--- src/rtl/uart_tx_param_if.sv ---
`timescale 1ns/1ps
// Host-to-transmitter bundle: write strobe, word, frame config, serial line and FIFO status.
// master = host side, slave = uart_tx_param.
interface uart_tx_param_if #(
    parameter int DATA_WIDTH = 8
);
    logic                  tx_start;
    logic [DATA_WIDTH-1:0] tx_data_in;
    logic [1:0]            parity_mode;
    logic                  stop2;
    logic                  tx_data_out;
    logic                  tx_busy;
    logic                  tx_full;
    logic                  tx_empty;
    logic                  tx_overflow;

    modport master (
        output tx_start, tx_data_in, parity_mode, stop2,
        input  tx_data_out, tx_busy, tx_full, tx_empty, tx_overflow
    );

    modport slave (
        input  tx_start, tx_data_in, parity_mode, stop2,
        output tx_data_out, tx_busy, tx_full, tx_empty, tx_overflow
    );
endinterface

--- src/rtl/uart_tx_param.sv ---
`timescale 1ns/1ps
// UART transmitter: FIFO-buffered words framed as start/data/[parity]/stop(s); start bit one clock after a push into an idle block.
// Backpressure: tx_full stops pushes; a push while full is dropped and flagged by a one-cycle tx_overflow.
module uart_tx_param #(
    parameter int DATA_WIDTH   = 8,
    parameter int CLKS_PER_BIT = 16,
    parameter int FIFO_DEPTH   = 4
) (
    input logic            clk,
    input logic            rst,
    uart_tx_param_if.slave bus
);

    localparam int CNT_W = $clog2(CLKS_PER_BIT);
    localparam int BIT_W = $clog2(DATA_WIDTH);
    localparam int PTR_W = $clog2(FIFO_DEPTH);

    localparam logic [CNT_W-1:0] BAUD_LAST = CNT_W'(CLKS_PER_BIT - 1);
    localparam logic [CNT_W-1:0] BAUD_ONE  = CNT_W'(1);
    localparam logic [BIT_W-1:0] BIT_LAST  = BIT_W'(DATA_WIDTH - 1);
    localparam logic [BIT_W-1:0] BIT_ONE   = BIT_W'(1);
    localparam logic [PTR_W-1:0] PTR_ONE   = PTR_W'(1);
    localparam logic [PTR_W:0]   CNT_ONE   = (PTR_W+1)'(1);
    localparam logic [PTR_W:0]   CNT_FULL  = (PTR_W+1)'(FIFO_DEPTH);

    typedef enum logic [2:0] {
        S_IDLE,
        S_START,
        S_DATA,
        S_PARITY,
        S_STOP1,
        S_STOP2
    } state_t;

    // ---------------- transmit FIFO ----------------
    logic [DATA_WIDTH-1:0] mem [FIFO_DEPTH];
    logic [PTR_W-1:0]      wr_ptr;
    logic [PTR_W-1:0]      rd_ptr;
    logic [PTR_W:0]        count;
    logic                  fifo_full;
    logic                  fifo_empty;
    logic                  push;
    logic                  pop;
    logic                  ovf_q;
    logic [DATA_WIDTH-1:0] head_dat;

    assign fifo_full  = (count == CNT_FULL);
    assign fifo_empty = (count == '0);
    // Full is judged on the registered count, so a same-cycle pop never rescues a push.
    assign push       = bus.tx_start & ~fifo_full;
    assign head_dat   = mem[rd_ptr];

    always_ff @(posedge clk) begin
        if (push) begin
            mem[wr_ptr] <= bus.tx_data_in;
        end
    end

    always_ff @(posedge clk or posedge rst) begin
        if (rst) begin
            wr_ptr <= '0;
            rd_ptr <= '0;
            count  <= '0;
            ovf_q  <= 1'b0;
        end else begin
            if (push) begin
                wr_ptr <= wr_ptr + PTR_ONE;
            end
            if (pop) begin
                rd_ptr <= rd_ptr + PTR_ONE;
            end
            if (push && !pop) begin
                count <= count + CNT_ONE;
            end else if (!push && pop) begin
                count <= count - CNT_ONE;
            end
            ovf_q <= bus.tx_start & fifo_full;
        end
    end

    // ---------------- frame FSM ----------------
    state_t                state_q;
    state_t                state_d;
    logic [CNT_W-1:0]      baud_q;
    logic [CNT_W-1:0]      baud_d;
    logic [BIT_W-1:0]      bit_q;
    logic [BIT_W-1:0]      bit_d;
    logic                  baud_done;
    logic                  frame_end;
    logic [DATA_WIDTH-1:0] frame_dat_q;
    logic                  par_en_q;
    logic                  par_bit_q;
    logic                  stop2_q;
    logic                  line_q;
    logic                  line_d;

    assign baud_done = (baud_q == BAUD_LAST);

    // State register plus the per-frame datapath registers.
    always_ff @(posedge clk or posedge rst) begin
        if (rst) begin
            state_q     <= S_IDLE;
            baud_q      <= '0;
            bit_q       <= '0;
            line_q      <= 1'b1;
            frame_dat_q <= '0;
            par_en_q    <= 1'b0;
            par_bit_q   <= 1'b0;
            stop2_q     <= 1'b0;
        end else begin
            state_q <= state_d;
            baud_q  <= baud_d;
            bit_q   <= bit_d;
            line_q  <= line_d;
            if (pop) begin
                frame_dat_q <= head_dat;
                par_en_q    <= (bus.parity_mode == 2'b01) || (bus.parity_mode == 2'b10);
                par_bit_q   <= (^head_dat) ^ (bus.parity_mode == 2'b10);
                stop2_q     <= bus.stop2;
            end
        end
    end

    // Next-state and counter logic.
    always_comb begin
        state_d   = state_q;
        pop       = 1'b0;
        frame_end = 1'b0;
        case (state_q)
            S_IDLE:   frame_end = 1'b1;
            S_START:  if (baud_done) state_d = S_DATA;
            S_DATA: begin
                if (baud_done && (bit_q == BIT_LAST)) begin
                    state_d = par_en_q ? S_PARITY : S_STOP1;
                end
            end
            S_PARITY: if (baud_done) state_d = S_STOP1;
            S_STOP1: begin
                if (baud_done) begin
                    if (stop2_q) state_d = S_STOP2;
                    else         frame_end = 1'b1;
                end
            end
            S_STOP2:  if (baud_done) frame_end = 1'b1;
            default:  state_d = S_IDLE;
        endcase

        // IDLE behaves as a permanent end-of-frame, so queued words start with no gap.
        if (frame_end) begin
            if (!fifo_empty) begin
                state_d = S_START;
                pop     = 1'b1;
            end else begin
                state_d = S_IDLE;
            end
        end

        if ((state_q == S_IDLE) || (state_d != state_q) || baud_done) begin
            baud_d = '0;
        end else begin
            baud_d = baud_q + BAUD_ONE;
        end

        if (state_q != S_DATA) begin
            bit_d = '0;
        end else if (baud_done) begin
            bit_d = bit_q + BIT_ONE;
        end else begin
            bit_d = bit_q;
        end
    end

    // Line value for the coming cycle, registered so the serial output is glitch-free.
    always_comb begin
        line_d = 1'b1;
        case (state_d)
            S_START:  line_d = 1'b0;
            S_DATA:   line_d = frame_dat_q[bit_d];
            S_PARITY: line_d = par_bit_q;
            default:  line_d = 1'b1;
        endcase
    end

    assign bus.tx_data_out = line_q;
    assign bus.tx_busy     = (state_q != S_IDLE);
    assign bus.tx_full     = fifo_full;
    assign bus.tx_empty    = fifo_empty;
    assign bus.tx_overflow = ovf_q;

endmodule

--- src/flat_wrapper.sv ---
// flat-port wrapper written by rule: the top's interface ports become plain ports
module uart_tx_param_flat 
#(
    parameter int DATA_WIDTH   = 8,
    parameter int CLKS_PER_BIT = 16,
    parameter int FIFO_DEPTH   = 4
)
  (clk, rst, bus_tx_start, bus_tx_data_in, bus_parity_mode, bus_stop2, bus_tx_data_out, bus_tx_busy, bus_tx_full, bus_tx_empty, bus_tx_overflow);
  uart_tx_param_if #(.DATA_WIDTH(DATA_WIDTH)) bus_i ();
  input logic clk;
  input logic rst;
  input wire logic [$bits(bus_i.tx_start)-1:0] bus_tx_start;
  input wire logic [$bits(bus_i.tx_data_in)-1:0] bus_tx_data_in;
  input wire logic [$bits(bus_i.parity_mode)-1:0] bus_parity_mode;
  input wire logic [$bits(bus_i.stop2)-1:0] bus_stop2;
  output wire logic [$bits(bus_i.tx_data_out)-1:0] bus_tx_data_out;
  output wire logic [$bits(bus_i.tx_busy)-1:0] bus_tx_busy;
  output wire logic [$bits(bus_i.tx_full)-1:0] bus_tx_full;
  output wire logic [$bits(bus_i.tx_empty)-1:0] bus_tx_empty;
  output wire logic [$bits(bus_i.tx_overflow)-1:0] bus_tx_overflow;
  assign bus_i.tx_start = bus_tx_start;
  assign bus_i.tx_data_in = bus_tx_data_in;
  assign bus_i.parity_mode = bus_parity_mode;
  assign bus_i.stop2 = bus_stop2;
  assign bus_tx_data_out = bus_i.tx_data_out;
  assign bus_tx_busy = bus_i.tx_busy;
  assign bus_tx_full = bus_i.tx_full;
  assign bus_tx_empty = bus_i.tx_empty;
  assign bus_tx_overflow = bus_i.tx_overflow;
  uart_tx_param #(.DATA_WIDTH(DATA_WIDTH), .CLKS_PER_BIT(CLKS_PER_BIT), .FIFO_DEPTH(FIFO_DEPTH)) u_core (.clk(clk), .rst(rst), .bus(bus_i));
endmodule
--- config.mk ---
export PLATFORM = sky130hd
export DESIGN_NAME = uart_tx_param_flat
export DESIGN_NICKNAME = d
export VERILOG_FILES = /design/src/rtl/uart_tx_param_if.sv /design/src/rtl/uart_tx_param.sv /design/src/flat_wrapper.sv
export SDC_FILE = /design/constraint.sdc
export NUM_CORES = 1
export LEC_CHECK = 0
export CELL_PAD_IN_SITES_DETAIL_PLACEMENT = 2
export CELL_PAD_IN_SITES_GLOBAL_PLACEMENT = 2
export CORE_MARGIN = 4
export CORE_UTILIZATION = 42
export CTS_CLUSTER_SIZE = 40
export DETAILED_ROUTE_END_ITERATION = 7
export GPL_TIMING_DRIVEN = 1
export PLACE_DENSITY_LB_ADDON = 0.1
export SLEW_MARGIN = 20
export SYNTH_ARGS = -nofsm -noshare
export SYNTH_HDL_FRONTEND = slang
export SYNTH_SLANG_ARGS = --single-unit
--- constraint.sdc ---
create_clock -name clk -period 3.3 [get_ports clk]
set_clock_uncertainty 0.1 [all_clocks]
set_input_delay 0.33 -clock clk [delete_from_list [all_inputs] [get_ports clk]]
set_output_delay 0.33 -clock clk [all_outputs]
set_load 0.005 [all_outputs]
* After elaboration in Yosys (flattened, before gate mapping)
Memories as Yosys holds them, arrays and structs flattened.
Index checks and enable logic that the tools add are counted.
** Word-level totals
- Bits in registers :: 30
- RAM bits :: 32
- Bits of input ports :: 14
- Output and inout bits :: 5
- Word-level logic and storage cells :: 78
- Memories :: 1
** Operators by class
- $add $sub $neg :: 6
- Order comparisons :: 1
- Equal/unequal tests :: 15
- Muxes and demuxes :: 25
- Bitwise logic cells :: 4
- Reduce and logical (&&, ||, !) cells :: 14
** Memories
- u_core.mem :: depth 4, bits a word 8, read ports 1, clocked after memory_dff 0, wr ports 1, RTL line uart_tx_param.sv:36 : logic [DATA_WIDTH-1:0] mem [FIFO_DEPTH];
** Operators by type and width (number)
- $mux W3 :: 11
- $pmux W3 S5 :: 1
- $eq A3 B2 Y1 const B :: 4
- $eq A3 B3 Y1 const B :: 4
- $mux W1 :: 9
- $reduce_xor A8 Y1 :: 1
- $add A3 B1 Y3 const B :: 2
- $eq A3 B1 Y1 const B :: 2
- $logic_not A3 Y1 :: 2
- $pmux W1 S3 :: 2
- $add A2 B1 Y2 const B :: 2
- $add A4 B1 Y4 const B :: 1
- $eq A4 B4 Y1 const B :: 1
- $lt A3 B4 Y1 const B :: 1
- $mux W4 :: 1
- $bmux W1 S3 :: 1
- $logic_and A1 B1 Y1 :: 3
- $logic_or A1 B1 Y1 :: 3
- $ne A3 B2 Y1 const B :: 1
- $ne A3 B3 Y1 :: 1
- $reduce_bool A3 Y1 :: 1
- $sub A3 B1 Y3 const B :: 1
- $and A1 B1 Y1 :: 2
- $eq A2 B1 Y1 const B :: 1
- 6 further kinds :: 7

* Depth between registers and ports, before layout
Gate-level depths: netlist of the first run.
- Word-level depth :: 9
- Depth in mapped cells :: 11
- Gate-level depth less buffers :: 10

* Worst setup path after synthesis of the first run
Ideal clock, no wire load.
- Kind :: register to register
- Start point :: register u_core.baud_q[0]
- End point :: register u_core.count[1]
- Library setup time :: 0.125 ns
- Arrival :: 2.393 ns
- Setup slack :: 0.683 ns
- Cell stages (with the launch flop) :: 10
- Clock period less this slack :: 2.617 ns
- Cells stage by stage :: dfrtp_1 > ha_1 > nand3_2 > o21ai_0 > nand3_1 > buf_2 > ha_1 > inv_1 > fa_1 > mux2_2
** On the way
- Longest elaborated chain between the ends :: 7
** Ends and longest elaborated chain
- from (decl) :: RTL line uart_tx_param.sv:84 : logic [CNT_W-1:0] baud_q;
- from (signal assigned) :: RTL line uart_tx_param.sv:112 : baud_q <= baud_d;
- $eq A4 B4 Y1 * :: RTL line uart_tx_param.sv:97 : assign baud_done = (baud_q == BAUD_LAST);
- $mux W1 (on tied branches) :: RTL line uart_tx_param.sv:144, uart_tx_param.sv:139
- $pmux W1 S3 * :: RTL line uart_tx_param.sv:129 : case (state_q)
- $mux W1 * :: RTL line uart_tx_param.sv:149 : if (frame_end) begin
- $logic_not A1 Y1 :: RTL line uart_tx_param.sv:72 : if (push && !pop) begin
- $logic_and A1 B1 Y1 :: RTL line uart_tx_param.sv:72
- $mux W3 or $reduce_bool A2 Y1 (tied branches)
- to (signal assigned) :: RTL line uart_tx_param.sv:73 : count <= count + CNT_ONE;
- to (signal assigned) :: RTL line uart_tx_param.sv:75 : count <= count - CNT_ONE;
- to (decl) :: RTL line uart_tx_param.sv:39 : logic [PTR_W:0] count;
Mark *: on every way between the ends. The rest lies on a longest branch, timed or not.
A chain may end at the register's enable or synchronous reset.

* Worst setup path in the final report of the first run
Ends and elaborated chain as after synthesis.

==> metrics.txt, run 1 <==
Critical Path RT 3.42 ns; clock latency on the worst-skew pair approximately 0.34 ns; DP HPWL roughly 4.4 mm; Worst IR Drop VDD around 0.00042 V; CTS Root Buffer Type clkbuf_8; initial antenna violation count 0; final worst path period need 2.58 ns; CP delay by family, top adder cells; die width 89.8 um; hold_buf cts 0; power per standard cell area 924 nW/um^2; layout filler cell count 608; clock sinks 62; GRT overflow 0; multi-input logic area just over 1000 um^2; CP most frequent cell ha_1; largest net degree at the start of global routing 25; R2R cell count 8; vias post-DR approximately 1,600; Mapped Cells ~190; Via density between 5 and 6; final-report hold violation count 0; CP Data Arrival Time between 2 and 3 ns; Slew Viols, Final 0; Rel. slew slack 59.3%; top_reg_cell synth edfxtp_1; port bufs 18; Synth cell types a little over 40; placed cell count 280; endpoints failing setup 0; Leak approximately 1.3 nW; layout cells sized above 1 17.4%; dpl cell area 3060 um^2; Post-CTS Setup Bufs 0; critical path's slowest cell fa_1; outcome complete, no violations; critical path's largest stage delay 0.41 ns; Synth Warn # 0; fin cells 296; Residual DRC 0; count of boundary I/O pins 19; die height 89.8 um; design area 3250 um^2; async set or reset register ratio after synthesis slightly below 50%; crit path launch type register; clock-pin slew on the worst setup and hold paths 0.07 ns; CP Cell Sequence ha_1, nand3_2, o21ai_0, nand3_1, ha_1, inv_1, fa_1, mux2_2; syn nets 215; number of synthesized register bits 62; Core ar. 6420 um^2; FF-to-FF End u_core.count[1]$_DFFE_PP0P_; setup TNS 0 ns; initial DRC count 67; Buf+Inv Stages, Crit Path 1; Die ar. 8060 um^2; Resized Gates After CTS 0; drt wl/cell 20.5 um; Worst Hold Class in2async; diodes inserted 0; Initial Utilization a little over two fifths; Routed WL approximately 6.1 mm; register cell area after layout 1710 um^2; RSZ-0062 raised after global routing false; Area growth syn-to-layout 15.9%; maxcap violations 0; CTS tree done; DRT antenna net count 0; worst slew pin tran 0.610 ns; vias in the first global route 1,827; Post-layout nets around 240; Reg-to-Reg Start u_core.baud_q[0]$_DFF_PP0_; site row count 29; Worst setup EP type register; Longest Clk Path Bufs 2; R2R Setup Slk just over 0.7 ns; CTS H-tree lvls 3; TritonRoute pass-1 iters 4; Worst Path Class, Setup reg2reg; Avg Cell Area, Syn roughly 15 um^2; CTS buffer count 9; Final Util 50.7%; GR Util All Layers 16.3%; gpl congestion 0.750; max frequency 387 MHz; mapped cell area approximately 2800 um^2; Post-synth EDFFs 32; fin crit share 78.3%; crit-path max FO 10; sequential area share after synthesis 61.0%; first-pass GRT wire length 9.94 mm; total chip power around 3 mW
-- synth_stat cells (all sizes together) (2+ instances only) --
cell type  instances  share of area [%]
nor3b              2               0.53
buf                3               0.85
o21bai             2               0.53
mux2              11                4.4
mux2i              3                1.1
or3                3               0.67
xor2               4                1.2
nand2              7               0.94
nand3              6                1.2
edfxtp            32                 34
xnor2             13                4.6
ha                 9                4.0
nor2               9                1.2
mux4               9                7.9
inv                8                1.1
nor2b              4               0.89
a21oi              7                1.2
clkbuf             5               0.71
dfrtp             29                 26
and2               6                1.3
o21ai              6                1.1
-- how the worst max path moves through the flow --
stage,slack (ns),startpoint,depth (start not counted),to
floorplan,0.68,u_core.baud_q[0]$_DFF_PP0_,9,u_core.count[1]$_DFFE_PP0P_
global placement,0.76,bus_tx_start,8,u_core.count[2]$_DFFE_PP0P_
detailed placement,0.60,bus_tx_start,8,u_core.count[2]$_DFFE_PP0P_
CTS,0.67,u_core.baud_q[0]$_DFF_PP0_,8,u_core.count[1]$_DFFE_PP0P_
global route,0.42,u_core.baud_q[0]$_DFF_PP0_,8,u_core.count[1]$_DFFE_PP0P_
finish,0.72,u_core.baud_q[0]$_DFF_PP0_,8,u_core.count[1]$_DFFE_PP0P_
-- final cells by class --
cell class                      count  share of cell area [%]
Sequential cell                    62                    52.6
Multi-Input combinational cell    113                    31.4
Timing Repair Buffer               20                    6.00
Clock buffer                        9                    3.81
Tap cell                           77                    2.96
Clock inverter                      7                    2.27
Inverter                            8                   0.923
-- kinds of logic after synthesis --
family          Yosys count  synth area share [%]
fa+ha+maj                10                  4.72
buf+inv                  16                  2.63
simple gates             42                  8.02
flops                    62                  61.0
mux                      23                  13.4
xor+xnor                 17                  5.83
compound gates           21                  4.45
-- per-layer routing --
| layer | part of all wire [%] | GRT usage [%] | vias up | wire, um |
|---|---|---|---|---|
| li1 | - | - | 745 | - |
| met1 | 44 | 20.2 | 845 | 2690 |
| met2 | 52 | 27.3 | 18 | 3140 |
| met3 | 2.9 | 4.67 | 6 | 178 |
| met4 | 1.2 | 5.75 | 0 | 75 |
| met5 | 0 | 0 | - | 0 |
-- per-stage QoR --
stage,setup WS [ns],hold slack (ns)
floorplan,0.683,0.320
finish,0.717,0.134
detailed placement,0.599,0.384
global route,0.417,0.158
CTS,0.673,0.117
global placement,0.763,0.344
-- where the power goes --
group | leakage [nW] | switching [mW] | internal [mW]
Clock | 0.0996 | 0.317 | 0.351
Sequential | 0.656 | 0.227 | 1.07
Combinational | 0.501 | 0.489 | 0.551
Total | 1.26 | 1.03 | 1.97
-- worst register-to-register path: cells and delay by family, from the launching register on --
family	cells	cell delay [ns]
AO/OA/AOI/OAI	1	0.37
adder cells (fa/ha/maj)	3	0.91
buffers and inverters	1	0.08
flip-flops	1	0.38
multiplexers	1	0.27
AND/OR/NAND/NOR	2	0.38
-- placed cells by master, fill, tap and decap left out, types with 3 or more instances in the layout --
cell,netlist,layout
and2_1,6,6
dfrtp_1,29,29
mux2_2,11,11
mux4_2,4,4
edfxtp_1,32,32
nand2_1,7,7
o21ai_0,5,5
mux2i_1,3,3
nor2b_1,4,4
inv_1,8,8
clkdlybuf4s50_1,0,18
clkbuf_8,0,9
or3_1,3,3
xnor2_1,11,11
ha_1,9,9
mux4_1,5,5
nand3_1,5,5
nor2_1,9,9
a21oi_1,7,7
xor2_1,4,4
-- sequential cells by signal, indices dropped and copies added, names as in the netlist, 2 cells and up --
signal              flops
u_core.baud_q           4
u_core.bit_q            3
u_core.count            3
u_core.frame_dat_q      8
u_core.mem             32
u_core.rd_ptr           2
u_core.state_q          3
u_core.wr_ptr           2
Power figures use the tool's default switching activity.
==> run 2: changes to the inputs <==
==> constraint.sdc (replaced) <==
create_clock -name clk -period 2.4 [get_ports clk]
set_clock_uncertainty 0.1 [all_clocks]
set_input_delay 0.24 -clock clk [delete_from_list [all_inputs] [get_ports clk]]
set_output_delay 0.24 -clock clk [all_outputs]
set_load 0.005 [all_outputs]
==> run 2 against run 1 <==
- setup slack worse by 0.59 ns
- via count grew 0.31%
- register-to-register slack got worse by 0.59 ns
- clock-buffer cell count is the same
- total power increased by 52%
- clock power rose by 86%
- non-clock buffer count increased by 10
- die area unchanged
- critical path type is now reg2out
- critical endpoint is now bus_tx_empty
==> metrics.txt, run 2 (same netlist as run 1, synthesis figures left out) <==
vias post-DR 1,619; Slew Viols, Final 0; Largest regs u_core.mem: 32 flops, u_core.frame_dat_q: 8 flops, u_core.baud_q: 4 flops; final worst path period need 2.28 ns; Leak ~1.3 nW; clock sinks 62; clock-pin slew on the worst setup and hold paths 0.07 ns; Most flops, register u_core.mem; RSZ-0062 raised after global routing false; Via density 5.29; DRT antenna net count 0; worst slew pin tran 0.475 ns; power per standard cell area between 1000 and 1500 nW/um^2; Residual DRC 0; gpl congestion 0.761; TritonRoute pass-1 iters 4; Worst Hold Class in2async; Critical Path RT about 2.1 ns; Post-layout nets approximately 250; DP HPWL 4.22 mm; endpoints failing setup 0; CP Data Arrival Time roughly 1.9 ns; layout cells sized above 1 23.6%; largest net degree at the start of global routing 23; GRT overflow 0; crit path launch type register; Worst IR Drop VDD ~0.00062 V; dpl cell area 3150 um^2; initial antenna violation count 0; FF-to-FF End u_core.count[2]$_DFFE_PP0P_; leading cell type in the layout, fill and taps excluded edfxtp_1; max reg flops 32; Longest Clk Path Bufs 2; initial DRC count 45; hold_buf cts 0; Post-CTS Setup Bufs 0; total chip power 4.57 mW; Routed WL 5.90 mm; vias in the first global route 1,883; max frequency 439 MHz; port bufs 18; first-pass GRT wire length about 9.9 mm; Rel. slew slack 68.3%; Initial Utilization 43.7%; Final Util 53.7%; Core ar. 6420 um^2; WHS 0.0664 ns; GR Util All Layers 16.1%; crit-path max FO 4; clock latency on the worst-skew pair 0.35 ns; CTS buffer count 9; die width 89.8 um; count of boundary I/O pins 19; fin crit share 94.9%; most frequent cells in the layout edfxtp_1 (32), dfrtp_1 (28), clkdlybuf4s50_1 (18); R2R cell count 8; final-report hold violation count 0; Die ar. approximately 8100 um^2; CTS tree done; drt wl/cell 19.3 um; CTS H-tree lvls 3; CTS Root Buffer Type clkbuf_8; site row count 29; die height ~90 um; diodes inserted 0; Resized Gates After CTS 2; Area growth syn-to-layout 22.8%; outcome complete, no violations; Worst setup EP type output port; maxcap violations 0; Reg-to-Reg Start u_core.count[0]$_DFFE_PP0P_; Worst Path Class, Setup reg2out; design area 3450 um^2; R2R Setup Slk roughly 0.13 ns
run 2: how the worst max path moves through the flow:
stage,end,start,slack (ns),depth (start not counted)
5_1_grt,u_core.bus.tx_data_out$_DFF_PP1_,u_core.bit_q[0]$_DFF_PP0_,0.0005,8
3_5_place_dp,u_core.bus.tx_data_out$_DFF_PP1_,u_core.baud_q[0]$_DFF_PP0_,-0.004,7
2_1_floorplan,u_core.count[1]$_DFFE_PP0P_,u_core.baud_q[0]$_DFF_PP0_,0.01,9
4_1_cts,u_core.bus.tx_data_out$_DFF_PP1_,u_core.baud_q[0]$_DFF_PP0_,0.003,7
3_3_place_gp,u_core.bus.tx_data_out$_DFF_PP1_,u_core.baud_q[0]$_DFF_PP0_,0.09,7
6_report,bus_tx_empty,u_core.count[0]$_DFFE_PP0P_,0.12,4
run 2: metal layers:
metal  wire [um]  up-vias  track usage [%]
met5           0        -                0
met4         110        0             6.51
met3         168       12             4.84
met2        3130       19             28.0
met1        2490      828             18.6
li1            -      760                -
run 2: critical path, stage by stage (launching register included):
cell and delay, ns:
dfrtp_1 0.44, or3_1 0.43, buf_4 0.16, inv_1 0.06, clkdlybuf4s50_1 0.50
run 2: where the power goes:
group / internal, mW / switching, mW
logic: 0.830 / 0.765
clock network: 0.800 / 0.437
registers: 1.47 / 0.260
run 2: final cells by class:
cell class	instances	area, um^2
fillers	581	2970
flip-flops and latches	62	1710
multi-input cells	113	1070
repair buffers	30	270
clock inverters	7	146
clock buffers	9	124
well taps	77	96.3
inverters	8	30.0
run 2: stage by stage:
stage / std cells / setup TNS (ns) / worst slack [ns]
2_1_floorplan: 191 / 0 / 0.0132
3_3_place_gp: 290 / 0 / 0.0936
3_5_place_dp: 290 / -0.00395 / -0.00395
4_1_cts: 306 / 0 / 0.00254
5_1_grt: 306 / 0 / 0.000514
6_report: 306 / 0 / 0.123
==> run 3: changes to the inputs <==
--- a/config.mk
+++ b/config.mk
@@ -13,7 +13,7 @@
 export DETAILED_ROUTE_END_ITERATION = 7
 export GPL_TIMING_DRIVEN = 1
 export PLACE_DENSITY_LB_ADDON = 0.1
-export SLEW_MARGIN = 20
+export SLEW_MARGIN = 30
 export SYNTH_ARGS = -nofsm -noshare
 export SYNTH_HDL_FRONTEND = slang
 export SYNTH_SLANG_ARGS = --single-unit
==> results of run 3 <==
Final layout, timing and power as in run 2 (identical DEF).
